[config.mk]
export PLATFORM = sky130hd
export DESIGN_NAME = bar_level_updater_flat
export DESIGN_NICKNAME = d
export VERILOG_FILES = /design/src/rtl/bar_pkg.sv /design/src/rtl/bar_level_updater_if.sv /design/src/rtl/bar_level_updater_sync.sv /design/src/rtl/bar_level_updater.sv /design/src/flat_wrapper.sv
export SDC_FILE = /design/constraint.sdc
export NUM_CORES = 1
export LEC_CHECK = 0
export ABC_AREA = 1
export BUFFER_PORTS_ARGS = -buffer_cell sky130_fd_sc_hd__buf_4
export CORE_ASPECT_RATIO = 0.5
export CORE_UTILIZATION = 50
export CTS_CLUSTER_DIAMETER = 80
export DETAILED_ROUTE_END_ITERATION = 8
export GPL_TIMING_DRIVEN = 0
export PLACE_DENSITY_LB_ADDON = 0.08
export SLEW_MARGIN = 15
export SYNTH_ARGS = -nofsm -noshare
export SYNTH_HDL_FRONTEND = slang
export SYNTH_HIERARCHICAL = 1
export SYNTH_SLANG_ARGS = --single-unit
[constraint.sdc]
create_clock -name Clk -period 4.8 [get_ports Clk]
set_input_delay 0.72 -clock Clk [delete_from_list [all_inputs] [get_ports Clk]]
set_output_delay 0.72 -clock Clk [all_outputs]
set_load 0.05 [all_outputs]
[src/rtl/bar_pkg.sv]
// Shared definitions for the bar-height producer and the colour mapper that reads its heights.
package bar_pkg;

    localparam int NUM_BARS = 10;
    localparam int BAR_H_W  = 10;

    typedef logic [BAR_H_W-1:0] bar_h_t;

    typedef enum logic {
        ACCUM  = 1'b0,
        COMMIT = 1'b1
    } state_t;

endpackage

[src/rtl/bar_level_updater_if.sv]
// Spectrum sample stream into the bar-height producer.
// A sample moves only on a cycle where sample_valid and sample_ready are both high. The master
// holds bin/mag steady while valid is high and ready is low; ready never depends on valid.
interface bar_level_updater_if #(
    parameter int MAG_W = 16
);
    logic             sample_valid;
    logic             sample_ready;
    logic [3:0]       sample_bin;
    logic [MAG_W-1:0] sample_mag;

    modport master (output sample_valid, sample_bin, sample_mag, input sample_ready);
    modport slave  (input sample_valid, sample_bin, sample_mag, output sample_ready);
endinterface

[src/rtl/bar_level_updater_sync.sv]
// Brings the vertical-sync input into the Clk domain and flags its rising edge for one cycle.
module frame_edge_sync (
    input  logic Clk,
    input  logic Reset,
    input  logic async_in,
    output logic rise_pulse
);
    logic r_meta;
    logic r_sync;
    logic r_prev;

    always_ff @(posedge Clk) begin
        if (Reset) begin
            r_meta <= 1'b0;
            r_sync <= 1'b0;
            r_prev <= 1'b0;
        end else begin
            r_meta <= async_in;
            r_sync <= r_meta;
            r_prev <= r_sync;
        end
    end

    assign rise_pulse = r_sync & ~r_prev;
endmodule

[src/rtl/bar_level_updater.sv]
// Tracks each bar's peak magnitude over a frame, then at the frame boundary writes one scaled,
// clipped, decay-limited height per cycle into the registered bar outputs.
module bar_level_updater
    import bar_pkg::*;
#(
    parameter int MAG_W = 16,
    parameter int SHIFT = 6,
    parameter int MAX_H = 400,
    parameter int DECAY = 8
) (
    input  logic                        Clk,
    input  logic                        Reset,
    input  logic                        frame_clk,
    bar_level_updater_if.slave          smp,
    output logic [BAR_H_W*NUM_BARS-1:0] bar_y_flat,
    output logic                        frame_done,
    output logic [7:0]                  drop_cnt,
    output logic                        overrun,
    output state_t                      dbg_state
);
    localparam int                 IDX_W    = $clog2(NUM_BARS);
    localparam logic [IDX_W-1:0]   LAST_IDX = IDX_W'(NUM_BARS - 1);
    localparam logic [3:0]         BIN_LIM  = 4'(NUM_BARS);
    localparam logic [MAG_W-1:0]   MAX_H_M  = MAG_W'(MAX_H);
    localparam bar_h_t             MAX_H_V  = BAR_H_W'(MAX_H);
    localparam bar_h_t             DECAY_V  = BAR_H_W'(DECAY);

    state_t             r_state;
    state_t             w_next_state;
    logic [IDX_W-1:0]   r_idx;
    logic [MAG_W-1:0]   r_acc [NUM_BARS];
    bar_h_t             r_bar [NUM_BARS];
    logic               r_frame_done;
    logic [7:0]         r_drop;
    logic               r_overrun;

    logic               w_rise;
    logic               w_ready;
    logic               w_accept;
    logic               w_last;
    logic [MAG_W-1:0]   w_shifted;
    bar_h_t             w_scaled;
    bar_h_t             w_old;
    bar_h_t             w_decayed;
    bar_h_t             w_new;

    frame_edge_sync u_sync (
        .Clk        (Clk),
        .Reset      (Reset),
        .async_in   (frame_clk),
        .rise_pulse (w_rise)
    );

    always_ff @(posedge Clk) begin
        if (Reset) begin
            r_state <= ACCUM;
        end else begin
            r_state <= w_next_state;
        end
    end

    // Samples are refused on the edge cycle so nothing lands in a frame that is already closing.
    always_comb begin
        w_next_state = r_state;
        w_ready      = 1'b0;
        w_last       = 1'b0;
        case (r_state)
            ACCUM: begin
                w_ready = ~w_rise;
                if (w_rise) begin
                    w_next_state = COMMIT;
                end
            end
            COMMIT: begin
                w_last = (r_idx == LAST_IDX);
                if (w_last) begin
                    w_next_state = ACCUM;
                end
            end
            default: w_next_state = ACCUM;
        endcase
    end

    assign w_accept = smp.sample_valid & w_ready;

    // The decay floor is taken before subtracting so a small height cannot wrap to a tall bar.
    always_comb begin
        w_shifted = r_acc[r_idx] >> SHIFT;
        w_scaled  = (w_shifted > MAX_H_M) ? MAX_H_V : w_shifted[BAR_H_W-1:0];
        w_old     = r_bar[r_idx];
        w_decayed = (w_old > DECAY_V) ? (w_old - DECAY_V) : '0;
        w_new     = (w_scaled > w_decayed) ? w_scaled : w_decayed;
    end

    always_ff @(posedge Clk) begin
        if (Reset) begin
            r_idx        <= '0;
            r_frame_done <= 1'b0;
            r_drop       <= '0;
            r_overrun    <= 1'b0;
            for (int i = 0; i < NUM_BARS; i++) begin
                r_acc[i] <= '0;
                r_bar[i] <= '0;
            end
        end else begin
            r_frame_done <= (r_state == COMMIT) && w_last;
            if (r_state == COMMIT) begin
                r_idx        <= w_last ? '0 : r_idx + 1'b1;
                r_bar[r_idx] <= w_new;
                r_acc[r_idx] <= '0;
                if (w_rise) begin
                    r_overrun <= 1'b1;
                end
            end else begin
                r_idx <= '0;
            end
            if (w_accept) begin
                if (smp.sample_bin < BIN_LIM) begin
                    if (smp.sample_mag > r_acc[smp.sample_bin]) begin
                        r_acc[smp.sample_bin] <= smp.sample_mag;
                    end
                end else if (r_drop != 8'hFF) begin
                    r_drop <= r_drop + 8'd1;
                end
            end
        end
    end

    for (genvar g = 0; g < NUM_BARS; g++) begin : g_flat
        assign bar_y_flat[BAR_H_W*g +: BAR_H_W] = r_bar[g];
    end

    assign smp.sample_ready = w_ready;
    assign frame_done       = r_frame_done;
    assign drop_cnt         = r_drop;
    assign overrun          = r_overrun;
    assign dbg_state        = r_state;
endmodule

[src/flat_wrapper.sv]
// flat-port wrapper written by rule: the top's interface ports become plain ports
module bar_level_updater_flat import bar_pkg::*;
#(
    parameter int MAG_W = 16,
    parameter int SHIFT = 6,
    parameter int MAX_H = 400,
    parameter int DECAY = 8
)
  (Clk, Reset, frame_clk, bar_y_flat, frame_done, drop_cnt, overrun, dbg_state, smp_sample_valid, smp_sample_bin, smp_sample_mag, smp_sample_ready);
  bar_level_updater_if #(.MAG_W(MAG_W)) smp_i ();
  input  logic Clk;
  input  logic Reset;
  input  logic frame_clk;
  output logic [BAR_H_W*NUM_BARS-1:0] bar_y_flat;
  output logic frame_done;
  output logic [7:0] drop_cnt;
  output logic overrun;
  output state_t dbg_state;
  input wire logic [$bits(smp_i.sample_valid)-1:0] smp_sample_valid;
  input wire logic [$bits(smp_i.sample_bin)-1:0] smp_sample_bin;
  input wire logic [$bits(smp_i.sample_mag)-1:0] smp_sample_mag;
  output wire logic [$bits(smp_i.sample_ready)-1:0] smp_sample_ready;
  assign smp_i.sample_valid = smp_sample_valid;
  assign smp_i.sample_bin = smp_sample_bin;
  assign smp_i.sample_mag = smp_sample_mag;
  assign smp_sample_ready = smp_i.sample_ready;
  bar_level_updater #(.MAG_W(MAG_W), .SHIFT(SHIFT), .MAX_H(MAX_H), .DECAY(DECAY)) u_core (.Clk(Clk), .Reset(Reset), .frame_clk(frame_clk), .smp(smp_i), .bar_y_flat(bar_y_flat), .frame_done(frame_done), .drop_cnt(drop_cnt), .overrun(overrun), .dbg_state(dbg_state));
endmodule
Yosys cells after proc, flatten, opt, wreduce, memory -nomap -nowiden
Memory sizes are Yosys's and may differ from the RTL's. A register that Yosys moved wholly into a read port is not among the register bits.
Cells that the tools add are included.
- equal/unequal tests: 2
- $lt $le $gt $ge: 5
- add/sub/neg operators: 3
- mux-type cells: 29
- reduce and logical (&&, ||, !) cells: 7
- bitwise operators: 6
- operators by type and width (kind ; number):
    $mux W10 ; 4
    $mux W16 ; 2
    $reduce_or A16 Y1 ; 2
    $mux W4 ; 5
    $mux W1 ; 17
    $gt A16 B16 Y1 ; 1
    $gt A10 B10 Y1 ; 1
    $gt A10 B4 Y1 const B ; 1
    $gt A10 B9 Y1 const B ; 1
    $reduce_or A10 Y1 ; 1
    $sub A10 B4 Y10 const B ; 1
    $add A8 B1 Y8 const B ; 1
    $ne A8 B8 Y1 const B ; 1
    $add A4 B1 Y4 const B ; 1
    $eq A4 B4 Y1 const B ; 1
    $lt A4 B4 Y1 const B ; 1
    $not A1 Y1 ; 4
    $reduce_and A3 Y1 ; 1
    $reduce_or A3 Y1 ; 1
    $and A1 B1 Y1 ; 2
    $pmux W1 S2 ; 1
    $reduce_and A2 Y1 ; 1
    $logic_and A1 B1 Y1 ; 1
- memory bits (writable): 260
- input bits: 24
- output and inout port bits: 112
- memories kept: 2
- word-level logic and storage cells: 62
- bits in registers: 18
- memories (name ; depth ; width ; read ports ; clocked after memory_dff ; wr ports ; RTL line ; text):
    u_core.r_acc ; 10 ; 16 ; 2 ; 1 ; 10 ; bar_level_updater.sv:31 ; logic [MAG_W-1:0] r_acc [NUM_BARS];
    u_core.r_bar ; 10 ; 10 ; 11 ; 1 ; 10 ; bar_level_updater.sv:32 ; bar_h_t r_bar [NUM_BARS];

Logic depth before layout (Yosys ltp)
Gate-level depths: netlist of the first run.
- depth in word-level cells: 10
- mapped depth: 28
- gate-level depth less buffers: 27

Cells and area by module
The synthesis of the first run kept the hierarchy.
- modules (own cells, without submodules) (module ; instances ; area each (sq um) ; cells each ; sequential area each (sq um)):
    bar_level_updater ; 1 ; 22105.0 ; 2504 ; 12792.3
    frame_edge_sync ; 1 ; 86.3 ; 10 ; 60.1

Least setup slack after synthesis of the first run
OpenSTA, ideal clock, no wires.
- path kind: input-to-reg
- from: in smp_sample_bin[0]
- to: mem u_core.r_acc[9][0], enable pin
- setup time: 0.388 ns
- path slack: 0.529 ns
- buffers on the path: 4
- required time: 4.412 ns
- arrival: 3.883 ns
- stages: 16
- path through: clkbuf_1 -> clkbuf_1 -> clkbuf_1 -> a21oi_1 -> o21ai_0 -> nand3_1 -> a311oi_1 -> ha_1 -> nand2_1 -> nor2_1 -> a41oi_1 -> nand2_1 -> inv_2 -> buf_2 -> nor3_1 -> nor2_1
- RTL lines (element ; RTL line ; text):
    start, declared ; flat_wrapper.sv:20 ; input wire logic [$bits(smp_i.sample_bin)-1:0] smp_sample_bin;
    end, declared ; bar_level_updater.sv:31 ;

==> results of run 1 <==
-- critical path, delay by kind of cell --
kind / cells / cell delay [ns]
and+or+nand+nor: 5 / 1.15
AOI/OAI and AO/OA: 7 / 1.19
buffers and inverters: 5 / 1.60
adders and majority gates: 1 / 0.31
-- routing by layer --
layer | part of all wire [%] | wire length [µm]
met5 | 0 | 0
met4 | 4.2 | 3550
met1 | 39 | 33500
met2 | 43 | 36900
met3 | 13 | 11400
-- synthesized netlist by cell type (2+ instances only) --
cell	count
or2_1	5
dfxtp_1	18
nand3_2	3
or2_2	29
a311oi_1	7
a221oi_1	5
buf_4	15
a31oi_1	6
nor3_1	14
ha_1	30
nand2_2	5
nand3_1	217
o22ai_1	14
inv_1	289
clkbuf_1	73
nand4_1	7
nand2_1	591
nor2_1	383
a211oi_1	5
inv_2	6
buf_2	39
o211ai_1	15
buf_6	2
xnor2_1	2
buf_1	10
a21oi_1	115
nand3_4	5
edfxtp_1	416
o221ai_1	8
clkinv_1	3
o21ai_0	158
o21ai_1	5
-- cell type report --
type	count	share of cell area (%)
Sequential cell	434	50.2
Tap cell	588	2.87
Antenna cell	1	0.00978
Timing Repair Buffer	143	4.33
Clock inverter	25	0.870
Buffer	138	2.86
Inverter	298	4.37
Clock buffer	46	4.08
Multi-Input combinational cell	1643	30.4
-- registers in the layout, summed over array words and instances, names as in the netlist --
register / flops
u_core/dbg_state: 1
u_core/drop_cnt: 8
u_core/frame_done: 1
u_core/overrun: 1
u_core/r_acc: 256
u_core/r_bar: 160
u_core/r_idx: 4
u_core/u_sync/r_meta: 1
u_core/u_sync/r_prev: 1
u_core/u_sync/r_sync: 1
-- worst max-delay path by stage --
stage                            startpoint             endpoint  slack (ns)  depth (start not counted)
after floorplan           smp_sample_bin[0]   u_core/r_acc[9][0]        0.53                         16
after global placement    smp_sample_bin[0]  u_core/r_acc[9][12]       -2.09                         17
after detailed placement  smp_sample_bin[0]   u_core/r_acc[8][3]       -1.79                         18
after CTS                 smp_sample_bin[0]   u_core/r_acc[8][0]       0.001                         18
after global routing      smp_sample_bin[2]   u_core/r_acc[1][4]       -0.05                         15
final                     smp_sample_bin[0]   u_core/r_acc[1][4]        0.02                         18
-- what timing repair did --
action / in CTS / in global routing
resized for setup: 53 / 59
setup buffers: 0 / 2
pin swaps: 0 / 1
setup endpoints to repair: 520 / 407
-- logic make-up (layout without fill, tap and decap cells) --
family / after synthesis / after routing
flops: 434 / 434
other cells: 1 / 2
simple gates: 1265 / 1265
xor+xnor: 3 / 3
compound gates: 344 / 344
buf+inv: 437 / 650
fa+ha+maj: 30 / 30
-- metrics by stage --
step           hold slack, ns  TNS, ns
6_report                0.405        0
4_1_cts                 0.392        0
3_3_place_gp            0.400  -435.86
2_1_floorplan           0.388        0
5_1_grt                 0.433   -0.713
3_5_place_dp            0.415  -446.50
-- power by group through the flow --
stage	clock network, µW	registers [µW]	logic (µW)
detailed placement	0	4370	961
CTS	3250	4280	976
global route	3390	4290	1080
floorplan	0	4480	479
global placement	0	4370	945
finish	3230	4280	1020
==> PnR_summary.wiki, run 1 <==
{| class="wikitable"
! Metric !! Value
|-
| Run status || finished, violations left
|-
| Violated checks || DRC
|-
| Area fraction in compound gates after synthesis || 8.53%
|-
| Path category of the worst min-delay check || input pin to flop
|-
| Slowest Stage Delay on Critical Path || around 0.51 ns
|-
| Leading cell type in the layout, fill and taps excluded || nand2_1
|-
| Worst setup slack for register-to-register paths || between 0.15 and 0.2 ns
|-
| Die Outline Area || 45300 µm²
|-
| Met2 layer usage reported by global route || 57.1%
|-
| Number of nets in the finished design || ~2800
|-
| Synthesized-area fraction occupied by and/or/nand/nor cells || 23.8%
|-
| CP Class || input pin to flop
|-
| Clock tree from TritonCTS || built
|-
| Kind of start point of the critical path || input pin
|-
| Number of warning messages in the yosys log || 6
|-
| Post-synthesis xor/xnor area fraction || less than 1%
|-
| Static leakage || approximately 0.011 µW
|-
| Proportion of power drawn by flip-flops and latches || 50.2%
|-
| Number of failing hold endpoints at the final stage || 0
|-
| Final estimated routing congestion in global placement || roughly 1.0
|-
| Proportion of synthesized area in mux cells || 0%
|-
| Largest family of logic cells by synthesized area || simple AND/OR/NAND/NOR gates
|-
| Total core area || 43600 µm²
|-
| Largest cells by area after synthesis || edfxtp_1 56%, nand2_1 10%, nor2_1 6.5%
|-
| Worst Setup Slack, final || 0.0162 ns
|-
| Global-route wire length before repair || about 120000 µm
|-
| Overall die width || 300 µm
|-
| Post-synth ARST share || 0%
|-
| Worst-Skew Late Latency || between 0.5 and 0.6 ns
|-
| IO Count || around 140
|-
| Biggest area consumer among synthesized cells || edfxtp_1
|-
| Port buffer count || approximately 130
|-
| Sw frac || a little over a quarter
|-
| Worst hold stages || 3
|-
| Internal Pwr Total || 6240 µW
|-
| Overall power after layout || 8540 µW
|-
| DR pass1 iterations || 7
|-
| Post-synthesis share of cell area spent on full adders, half adders and majority gates || under 10%
|-
| Worst voltage drop across the vdd grid || between 0.0002 and 0.0003 V
|-
| Fraction of layout instances using a drive strength above 1 || 14.1%
|-
| Critical R2R Launch || u_core/r_idx[2]
|-
| Number of vias per cell || between 5 and 6
|-
| First DRT Iteration DRCs || 2644
|-
| Power density relative to cell area || ~330 nW/µm²
|-
| Number of H-tree levels || 2
|-
| Max transition margin || about 14%
|-
| Final-report max-slew violation count || 0
|-
| Final core occ || 58.6%
|-
| Length in cells of the worst reg-to-reg path || 20
|-
| Initial Utilization || 50.8%
|-
| M1 GR Usage || about half
|-
| Via count of the first global-routing pass || 18100
|-
| Detailed-route via count || ~20000
|-
| Reg2reg end || u_core/r_bar[15][9]
|-
| Required time worst endpoint || 5.03 ns
|-
| P_sw || 2290 µW
|-
| Most frequent cells in the layout || 579 x nand2_1, 416 x edfxtp_1, 374 x nor2_1, 288 x inv_1, 217 x nand3_1
|-
| Crit-path most repeated cell || nand2_1
|-
| Seq. cell area || 12900 µm²
|-
| Worst Tran Pin Value || between 1 and 1.5 ns
|-
| Cell at the root of the clock tree || clkbuf_16
|-
| Post-route clock skew || 0.0313 ns
|-
| Area of the multi-input gates || 7770 µm²
|-
| Tcrit/Tclk final || around 100%
|-
| Cell-by-cell listing of the critical path || buf_4, inv_1, clkbuf_1, clkbuf_2, o21ai_0, a31oi_1, a211oi_1, ha_1, a21oi_1, o21ai_0, a21oi_1, nand2_1, nand2_1, o21ai_2, nor2_2, nand2_1, clkbuf_4, nand2_4
|-
| Sequential element share of the synthesized area || between 50% and 60%
|-
| Worst Min Path Start || frame_clk
|-
| Clock slew at the register clock pins of the worst setup and hold paths || around 0.060 ns
|-
| Critical Path Fanout Max || 16
|-
| Part of the power in the clock network || between 30% and 40%
|-
| Global routing met3 resource utilization || roughly 8.3%
|-
| Crit path time final || around 4.8 ns
|-
| Max Fclk || 209 MHz
|-
| Slowest-stage cell, CP || clkbuf_1
|-
| Drt total wl || 85400 µm
|-
| Net count of the mapped netlist || 2568
|-
| Crit path DAT || about 5 ns
|-
| Number of fill cells in the layout || a little under 4000
|-
| Maximum root-to-sink buffer count || 3
|-
| Final HPWL from detailed placement || around 60000 µm
|-
| Setup crit end kind || flop
|-
| Placed cell areas || ~24000 µm²
|-
| Chip height || between 150 and 200 µm
|-
| CTS Buf Count || 40
|-
| Most crowded layer after global routing || met2
|-
| Area added between synthesis and finish || 15.3%
|-
| Non-filler instance count after layout || 3316
|-
| Area share of the leading cell type in the synthesized netlist || between 50% and 60%
|-
| Standard-cell rows || 54
|-
| MaxCap Viol Count || 0
|-
| Total global routing track utilization || 37.4%
|-
| Sinks on the clock net || around 430
|-
| Final cell area excluding filler cells || between 20000 and 30000 µm²
|-
| Hold buffer count at cts || 0
|-
| Cell area after technology mapping || 22200 µm²
|-
| Synth Area per Inst || ~8.8 µm²
|-
| Top FF cell, synth || edfxtp_1
|-
| Placed instance count || 3243
|-
| Number of enable-type register cells in the synthesized netlist || approximately 420
|-
| Number of antenna violations at the first check in global routing || 1
|-
| Post-DRT Antenna Nets || 0
|-
| Share of power burned in combinational logic || a little under an eighth
|-
| DRC errors left || 4
|-
| Worst Hold Path EP || u_core/u_sync/r_meta
|-
| Flip-flop and latch count after synthesis || 434
|-
| Final setup violation count || 0
|-
| Post-DR wirelength/cell || 25.8 µm
|-
| Worst slack at placement || -1.79 ns
|-
| Cell variety after synth || 46
|-
| Maximum number of pins on one net before global-route repair || 17
|-
| Aggregate global routing overflow || 0
|-
| Synth Instances || 2514
|}
No activity file was read; power rests on OpenSTA's default activity.
==> inputs of run 2 (changes only) <==
CORE_UTILIZATION = 35   (was 50)
==> PnR_summary.wiki, run 2 (same netlist as run 1, synthesis figures left out) <==
{| class="wikitable"
! Metric !! Value
|-
| DRC errors left || 0
|-
| Drt total wl || 93200 µm
|-
| Chip height || about 180 µm
|-
| Most frequent cells in the layout || 570 x nand2_1, 416 x edfxtp_1, 373 x nor2_1, 284 x inv_1, 217 x nand3_1
|-
| Port buffer count || 133
|-
| Total global routing track utilization || approximately 28%
|-
| Run status || finished clean
|-
| Overall die width || between 300 and 400 µm
|-
| Non-filler instance count after layout || ~3600
|-
| Number of H-tree levels || 2
|-
| Crit path DAT || slightly below 5 ns
|-
| Worst Tran Pin Value || 1.16 ns
|-
| Largest register FFs || around 260
|-
| Area added between synthesis and finish || 18.8%
|-
| First DRT Iteration DRCs || ~2600
|-
| Cell at the root of the clock tree || clkbuf_16
|-
| Static leakage || roughly 0.011 µW
|-
| MaxCap Viol Count || 0
|-
| Maximum root-to-sink buffer count || 3
|-
| Final estimated routing congestion in global placement || 0.956
|-
| Max Fclk || 213 MHz
|-
| Maximum number of pins on one net before global-route repair || 17
|-
| Via count of the first global-routing pass || 17700
|-
| Leading cell type in the layout, fill and taps excluded || nand2_1
|-
| Standard-cell rows || 64
|-
| Die Outline Area || around 64000 µm²
|-
| Number of antenna violations at the first check in global routing || 4
|-
| Number of vias per cell || between 5 and 6
|-
| Initial Utilization || approximately 36%
|-
| Fraction of layout instances using a drive strength above 1 || 15.7%
|-
| Sinks on the clock net || approximately 430
|-
| RSZ-0062 raised after global routing || false
|-
| Worst-Skew Late Latency || 0.60 ns
|-
| Number of nets in the finished design || between 2000 and 3000
|-
| Number of fill cells in the layout || between 6000 and 7000
|-
| Placed instance count || around 3500
|-
| Clock tree from TritonCTS || built
|-
| CP Class || input pin to flop
|-
| Final-report max-slew violation count || 0
|-
| Number of failing hold endpoints at the final stage || 0
|-
| CTS Buf Count || between 40 and 50
|-
| Power density relative to cell area || approximately 340 nW/µm²
|-
| Critical Path Fanout Max || 16
|-
| Detailed-route via count || about 19000
|-
| Post-DR wirelength/cell || between 20 and 30 µm
|-
| Total core area || slightly above 60000 µm²
|-
| IO Count || approximately 140
|-
| Worst voltage drop across the vdd grid || approximately 0.00025 V
|-
| Setup crit end kind || flop
|-
| Max transition margin || 22.5%
|-
| Crit path time final || approximately 4.7 ns
|-
| Aggregate global routing overflow || 0
|-
| Overall power after layout || 9010 µW
|-
| Kind of start point of the critical path || input pin
|-
| Post-route clock skew || about 0.028 ns
|-
| Path category of the worst min-delay check || input pin to flop
|-
| Final HPWL from detailed placement || around 65000 µm
|-
| Final setup violation count || 0
|-
| Tcrit/Tclk final || between 90% and 100%
|-
| Clock slew at the register clock pins of the worst setup and hold paths || approximately 0.06 ns
|-
| Post-DRT Antenna Nets || 0
|-
| Global-route wire length before repair || roughly 130000 µm
|-
| DR pass1 iterations || 8
|-
| Required time worst endpoint || 5.04 ns
|-
| Register with the most flip-flops || u_core/r_acc
|-
| Sum Neg Setup Slack || 0 ns
|}
==> run 2: cell types whose count changed in the layout (fill, tap and decap cells not counted), sizes merged <==
cell,previous run,this run
buf,203,207
clkinv,19,16
clkdlybuf4s15,0,1
inv,299,297
clkinvlp,2,3
bufinv,3,5
clkbuf,124,137
==> run 2: power breakdown <==
| part | switching (µW) | internal (µW) | total (µW) |
|---|---|---|---|
| sequential | 48.2 | 4240 | 4290 |
| clock | 1590 | 2090 | 3670 |
| combinational | 775 | 273 | 1050 |
==> run 2: final timing paths <==
check	cells after the start	slack (ns)	startpoint	end
worst min register to register	2	0.38	u_core/u_sync/r_meta	u_core/u_sync/r_sync
worst max register to register	22	0.18	u_core/r_idx[2]	u_core/r_bar[12][3]
worst min-delay path	3	0.35	frame_clk	u_core/u_sync/r_meta
worst max-delay path	19	0.10	smp_sample_bin[0]	u_core/r_acc[0][3]
==> run 2: final cells by class <==
type                    instances  area [µm²]  area share [%]
diodes                          1        2.50         0.00949
plain buffers                 138         825            3.13
clock buffers                  58        1230            4.68
clock inverters                23         253           0.959
inverters                     298        1130            4.28
multi-input cells            1643        7820            29.6
flip-flops and latches        434       12900            48.8
well taps                     825        1030            3.92
repair buffers                149        1220            4.62
==> run 2: routing by layer <==
metal | vias to the layer above | track usage [%] | routed length, µm
li1 | 8739 | - | -
met1 | 9319 | 40.9 | 40700
met2 | 994 | 44.3 | 41300
met3 | 177 | 4.31 | 8450
met4 | 0 | 8.09 | 2730
met5 | - | 0 | 0
==> run 2: what timing repair did <==
action / in CTS / in global routing
pin swaps: 1 / 0
hold buffers: 0 / 0
resized for setup: 81 / 99
setup endpoints to repair: 569 / 394
setup buffers: 1 / 3
==> run 2: through the flow <==
| stage | worst slack, ns | util, % | hold slack (ns) | instance area [µm²] |
|---|---|---|---|---|
| 3_5_place_dp | -2.07 | 39.5 | 0.400 | 24500 |
| 6_report | 0.103 | 42.6 | 0.345 | 26400 |
| 3_3_place_gp | -2.53 | 39.1 | 0.390 | 24200 |
| 4_1_cts | 0.0127 | 42.3 | 0.323 | 26200 |
| 2_1_floorplan | 0.529 | - | 0.388 | 22200 |
| 5_1_grt | 0.00863 | 42.6 | 0.362 | 26400 |
==> run 2: worst max-delay path: stages <==
cell and delay (ns):
buf_4 0.12, inv_1 0.14, clkbuf_2 0.26, clkbuf_2 0.48
a21oi_1 0.12, o21ai_0 0.11, nand3_1 0.13, a311oi_1 0.35
ha_1 0.32, a21oi_1 0.13, o21ai_0 0.18, a21oi_1 0.19
nand2_1 0.16, nand3_1 0.13, nand2_1 0.10, a21oi_1 0.35
nand2_2 0.28, clkbuf_4 0.31, nand2_4 0.30
==> inputs of run 3 (changes only) <==
SYNTH_HIERARCHICAL = not set   (was 1)
==> PnR_summary.wiki, run 3 <==
{| class="wikitable"
! Metric !! Value
|-
| Number of antenna violations at the first check in global routing || 1
|-
| Setup crit end kind || flop
|-
| Sequential element share of the synthesized area || 58.8%
|-
| Number of warning messages in the yosys log || 0
|-
| First DRT Iteration DRCs || 2410
|-
| Crit-path most repeated cell || nand2_1
|-
| Cell-by-cell listing of the critical path || clkbuf_2, clkbuf_2, clkbuf_2, o21ai_0, o21ai_0, a221oi_1, ha_1, nand2_1, nor3_2, o21ai_0, nand2_1, nand2_1, inv_2, buf_2, nand2_1, inv_1
|-
| Die Outline Area || ~63000 µm²
|-
| Largest family of logic cells by synthesized area || simple AND/OR/NAND/NOR gates
|-
| Global-route wire length before repair || between 100000 and 150000 µm
|-
| Final-report max-slew violation count || 0
|-
| Largest register FFs || 256
|-
| Path category of the worst min-delay check || input pin to flop
|-
| DRC errors left || 2
|-
| Synth Area per Inst || roughly 9 µm²
|-
| Worst hold stages || 3
|-
| MaxCap Viol Count || 1
|-
| Worst setup slack for register-to-register paths || ~0.31 ns
|-
| Total core area || ~61000 µm²
|-
| M1 GR Usage || around two fifths
|-
| Worst slack at placement || -2.31 ns
|-
| Number of failing hold endpoints at the final stage || 0
|-
| Initial Utilization || 35.6%
|-
| Fraction of layout instances using a drive strength above 1 || around 15%
|-
| Violated checks || DRC, capacitance limit, setup timing
|-
| Number of H-tree levels || 2
|-
| Critical R2R Launch || u_core.r_idx[0]
|-
| Power density relative to cell area || 345 nW/µm²
|-
| Largest cells by area after synthesis || edfxtp_1 57%, nor2_1 9.0%, nand2_1 8.5%
|-
| Port buffer count || 131
|-
| Leading cell type in the layout, fill and taps excluded || nor2_1
|-
| Length in cells of the worst reg-to-reg path || 25
|-
| Final estimated routing congestion in global placement || between 0.9 and 1
|-
| Standard-cell rows || 64
|-
| Library cell with the highest instance count after synthesis || nor2_1
|-
| Run status || finished, violations left
|-
| Number of nets in the finished design || 2690
|-
| Most numerous cell types in the synthesized netlist || 522 x nor2_1, 493 x nand2_1, 416 x edfxtp_1, 250 x inv_1, 206 x o21ai_0
|-
| IO Count || approximately 140
|-
| Post-synth ARST share || 0%
|-
| Hold buffer count at cts || 0
|-
| Critical Path Fanout Max || 10
|-
| Post-DRT Antenna Nets || 0
|-
| Number of fill cells in the layout || around 6100
|-
| Kind of start point of the critical path || input pin
|-
| Slowest-stage cell, CP || nand2_1
|-
| CTS Buf Count || 45
|-
| CP Class || input pin to flop
|-
| Cell variety after synth || just over 40
|-
| Crit path time final || just under 5 ns
|-
| Buf+Inv Stages, Crit Path || 6
|-
| Register with the most flip-flops || u_core.r_acc
|-
| Net count of the mapped netlist || 2497
|-
| Post-synthesis share of cell area spent on full adders, half adders and majority gates || between 1.5 and 2%
|-
| Area added between synthesis and finish || 18.1%
|-
| Number of enable-type register cells in the synthesized netlist || about 420
|-
| DR pass1 iterations || 8
|-
| Required time worst endpoint || between 5 and 6 ns
|-
| Drt total wl || 90000 µm
|-
| Static leakage || between 0.01 and 0.015 µW
|-
| Max transition margin || 0.513%
|-
| Biggest area consumer among synthesized cells || edfxtp_1
|-
| Final setup violation count || 7
|-
| Synthesized-area fraction occupied by and/or/nand/nor cells || 22.0%
|-
| Worst voltage drop across the vdd grid || ~0.00021 V
|-
| Worst-Skew Late Latency || 0.60 ns
|-
| Final HPWL from detailed placement || around 63000 µm
|-
| Sinks on the clock net || 434
|-
| Most frequent cells in the layout || 512 x nor2_1, 472 x nand2_1, 416 x edfxtp_1, 246 x inv_1, 200 x o21ai_0
|-
| Global routing met3 resource utilization || about 6.3%
|-
| Worst Hold Path EP || u_core.u_sync.r_meta
|-
| Aggregate global routing overflow || 0
|-
| Seq. cell area || ~13000 µm²
|-
| Overall die width || about 360 µm
|-
| Slowest Stage Delay on Critical Path || roughly 0.52 ns
|-
| Number of vias per cell || 5.41
|-
| Hold Slack || 0.354 ns
|-
| Chip height || 179 µm
|-
| Area of the multi-input gates || between 7000 and 8000 µm²
|-
| Cell area after technology mapping || between 20000 and 25000 µm²
|-
| Proportion of synthesized area in mux cells || 0%
|-
| Post-route clock skew || ~0.024 ns
|-
| Area share of the leading cell type in the synthesized netlist || 57.2%
|-
| Maximum root-to-sink buffer count || 3
|-
| Total global routing track utilization || roughly 28%
|-
| Final core occ || between 40% and 50%
|-
| Top FF cell, synth || edfxtp_1
|-
| Via count of the first global-routing pass || about 17000
|-
| Worst Setup Slack, final || -0.00810 ns
|-
| Maximum number of pins on one net before global-route repair || 17
|-
| Diodes inserted || 0
|-
| Worst Tran Pin Value || 1.49 ns
|-
| Clock slew at the register clock pins of the worst setup and hold paths || 0.06 ns
|-
| Cell at the root of the clock tree || clkbuf_16
|-
| Met2 layer usage reported by global route || 44.2%
|-
| Area fraction in compound gates after synthesis || under 10%
|-
| Max Fclk || 208 MHz
|-
| Synth Instances || about 2400
|-
| Reg2reg end || u_core.r_bar[15][1]
|-
| Cell family with the largest share of critical-path delay || buffers and inverters
|-
| Tcrit/Tclk final || 100%
|-
| Post-DR wirelength/cell || between 20 and 30 µm
|-
| Worst Min Path Start || frame_clk
|-
| Number of logic stages on the critical path including buffering || 16
|-
| Detailed-route via count || ~19000
|-
| Clock tree from TritonCTS || built
|-
| Flip-flop and latch count after synthesis || roughly 430
|-
| Post-synthesis xor/xnor area fraction || less than 1%
|-
| Most crowded layer after global routing || met2
|-
| Crit path DAT || between 5 and 6 ns
|}
## run 3: where the power goes
group	internal (µW)	switching (µW)	total [µW]
clock	1970	1600	3570
sequential	4240	52.3	4290
combinational	264	771	1030
total	6470	2420	8900
## run 3: what timing repair did
action,4_1_cts,5_1_grt
gates cloned,0,0
setup endpoints to repair,569,387
buffers inserted,2,3
hold endpoints to repair,0,0
pin swaps,1,1
gates resized for setup,65,84
## run 3: worst reg2reg max path, delay by kind of cell, from the launching register on
family	cells	cell delay, ns
AOI/OAI and AO/OA	3	0.36
buffers and inverters	6	1.28
and+or+nand+nor	15	2.08
adders and majority gates	1	0.24
DFF	1	0.38
## run 3: kinds of logic (layout without fill, tap and decap cells)
kind of cell	after synthesis	after routing
other	1	1
buffers and inverters	400	627
adder cells (fa/ha/maj)	30	30
XOR/XNOR	3	3
AND/OR/NAND/NOR	1184	1184
AO/OA/AOI/OAI	391	391
flip-flops	434	434
## run 3: per-stage QoR
stage               power (µW)  setup TNS [ns]  std cells  instance area, µm²
CTS                       8880               0       3492               25600
floorplan                 4950               0       2443               21800
global route              9130         -0.0831       3495               25800
global placement          5340         -620.93       3399               23900
detailed placement        5340         -633.25       3409               24000
finish                    8900         -0.0480       3495               25800
## run 3: area by class of cell
| type | instances | area share [%] |
|---|---|---|
| sequential | 434 | 49.8 |
| multi-input combinational | 1609 | 29.6 |
| clock buffer | 53 | 4.72 |
| timing repair buffer | 146 | 4.32 |
| tap | 825 | 4.00 |
| inverter | 264 | 3.85 |
| buffer | 136 | 2.87 |
| clock inverter | 28 | 0.825 |
## run 3: layer usage
metal  wire (µm)  share of wire, %
met5           0                 0
met4        2490               2.8
met3        8700               9.7
met2       40100                45
met1       38700                43
## run 3: worst max path at each step
stage,startpoint,to,slack [ns]
2_1_floorplan,smp_sample_bin[0],u_core.r_acc[1][0],0.39
3_3_place_gp,smp_sample_bin[1],u_core.r_acc[9][9],-2.76
4_1_cts,smp_sample_bin[0],u_core.r_acc[2][0],0.01
3_5_place_dp,smp_sample_bin[0],u_core.r_acc[2][5],-2.31
6_report,smp_sample_bin[1],u_core.r_acc[9][11],-0.008
5_1_grt,smp_sample_bin[0],u_core.r_acc[4][14],-0.02
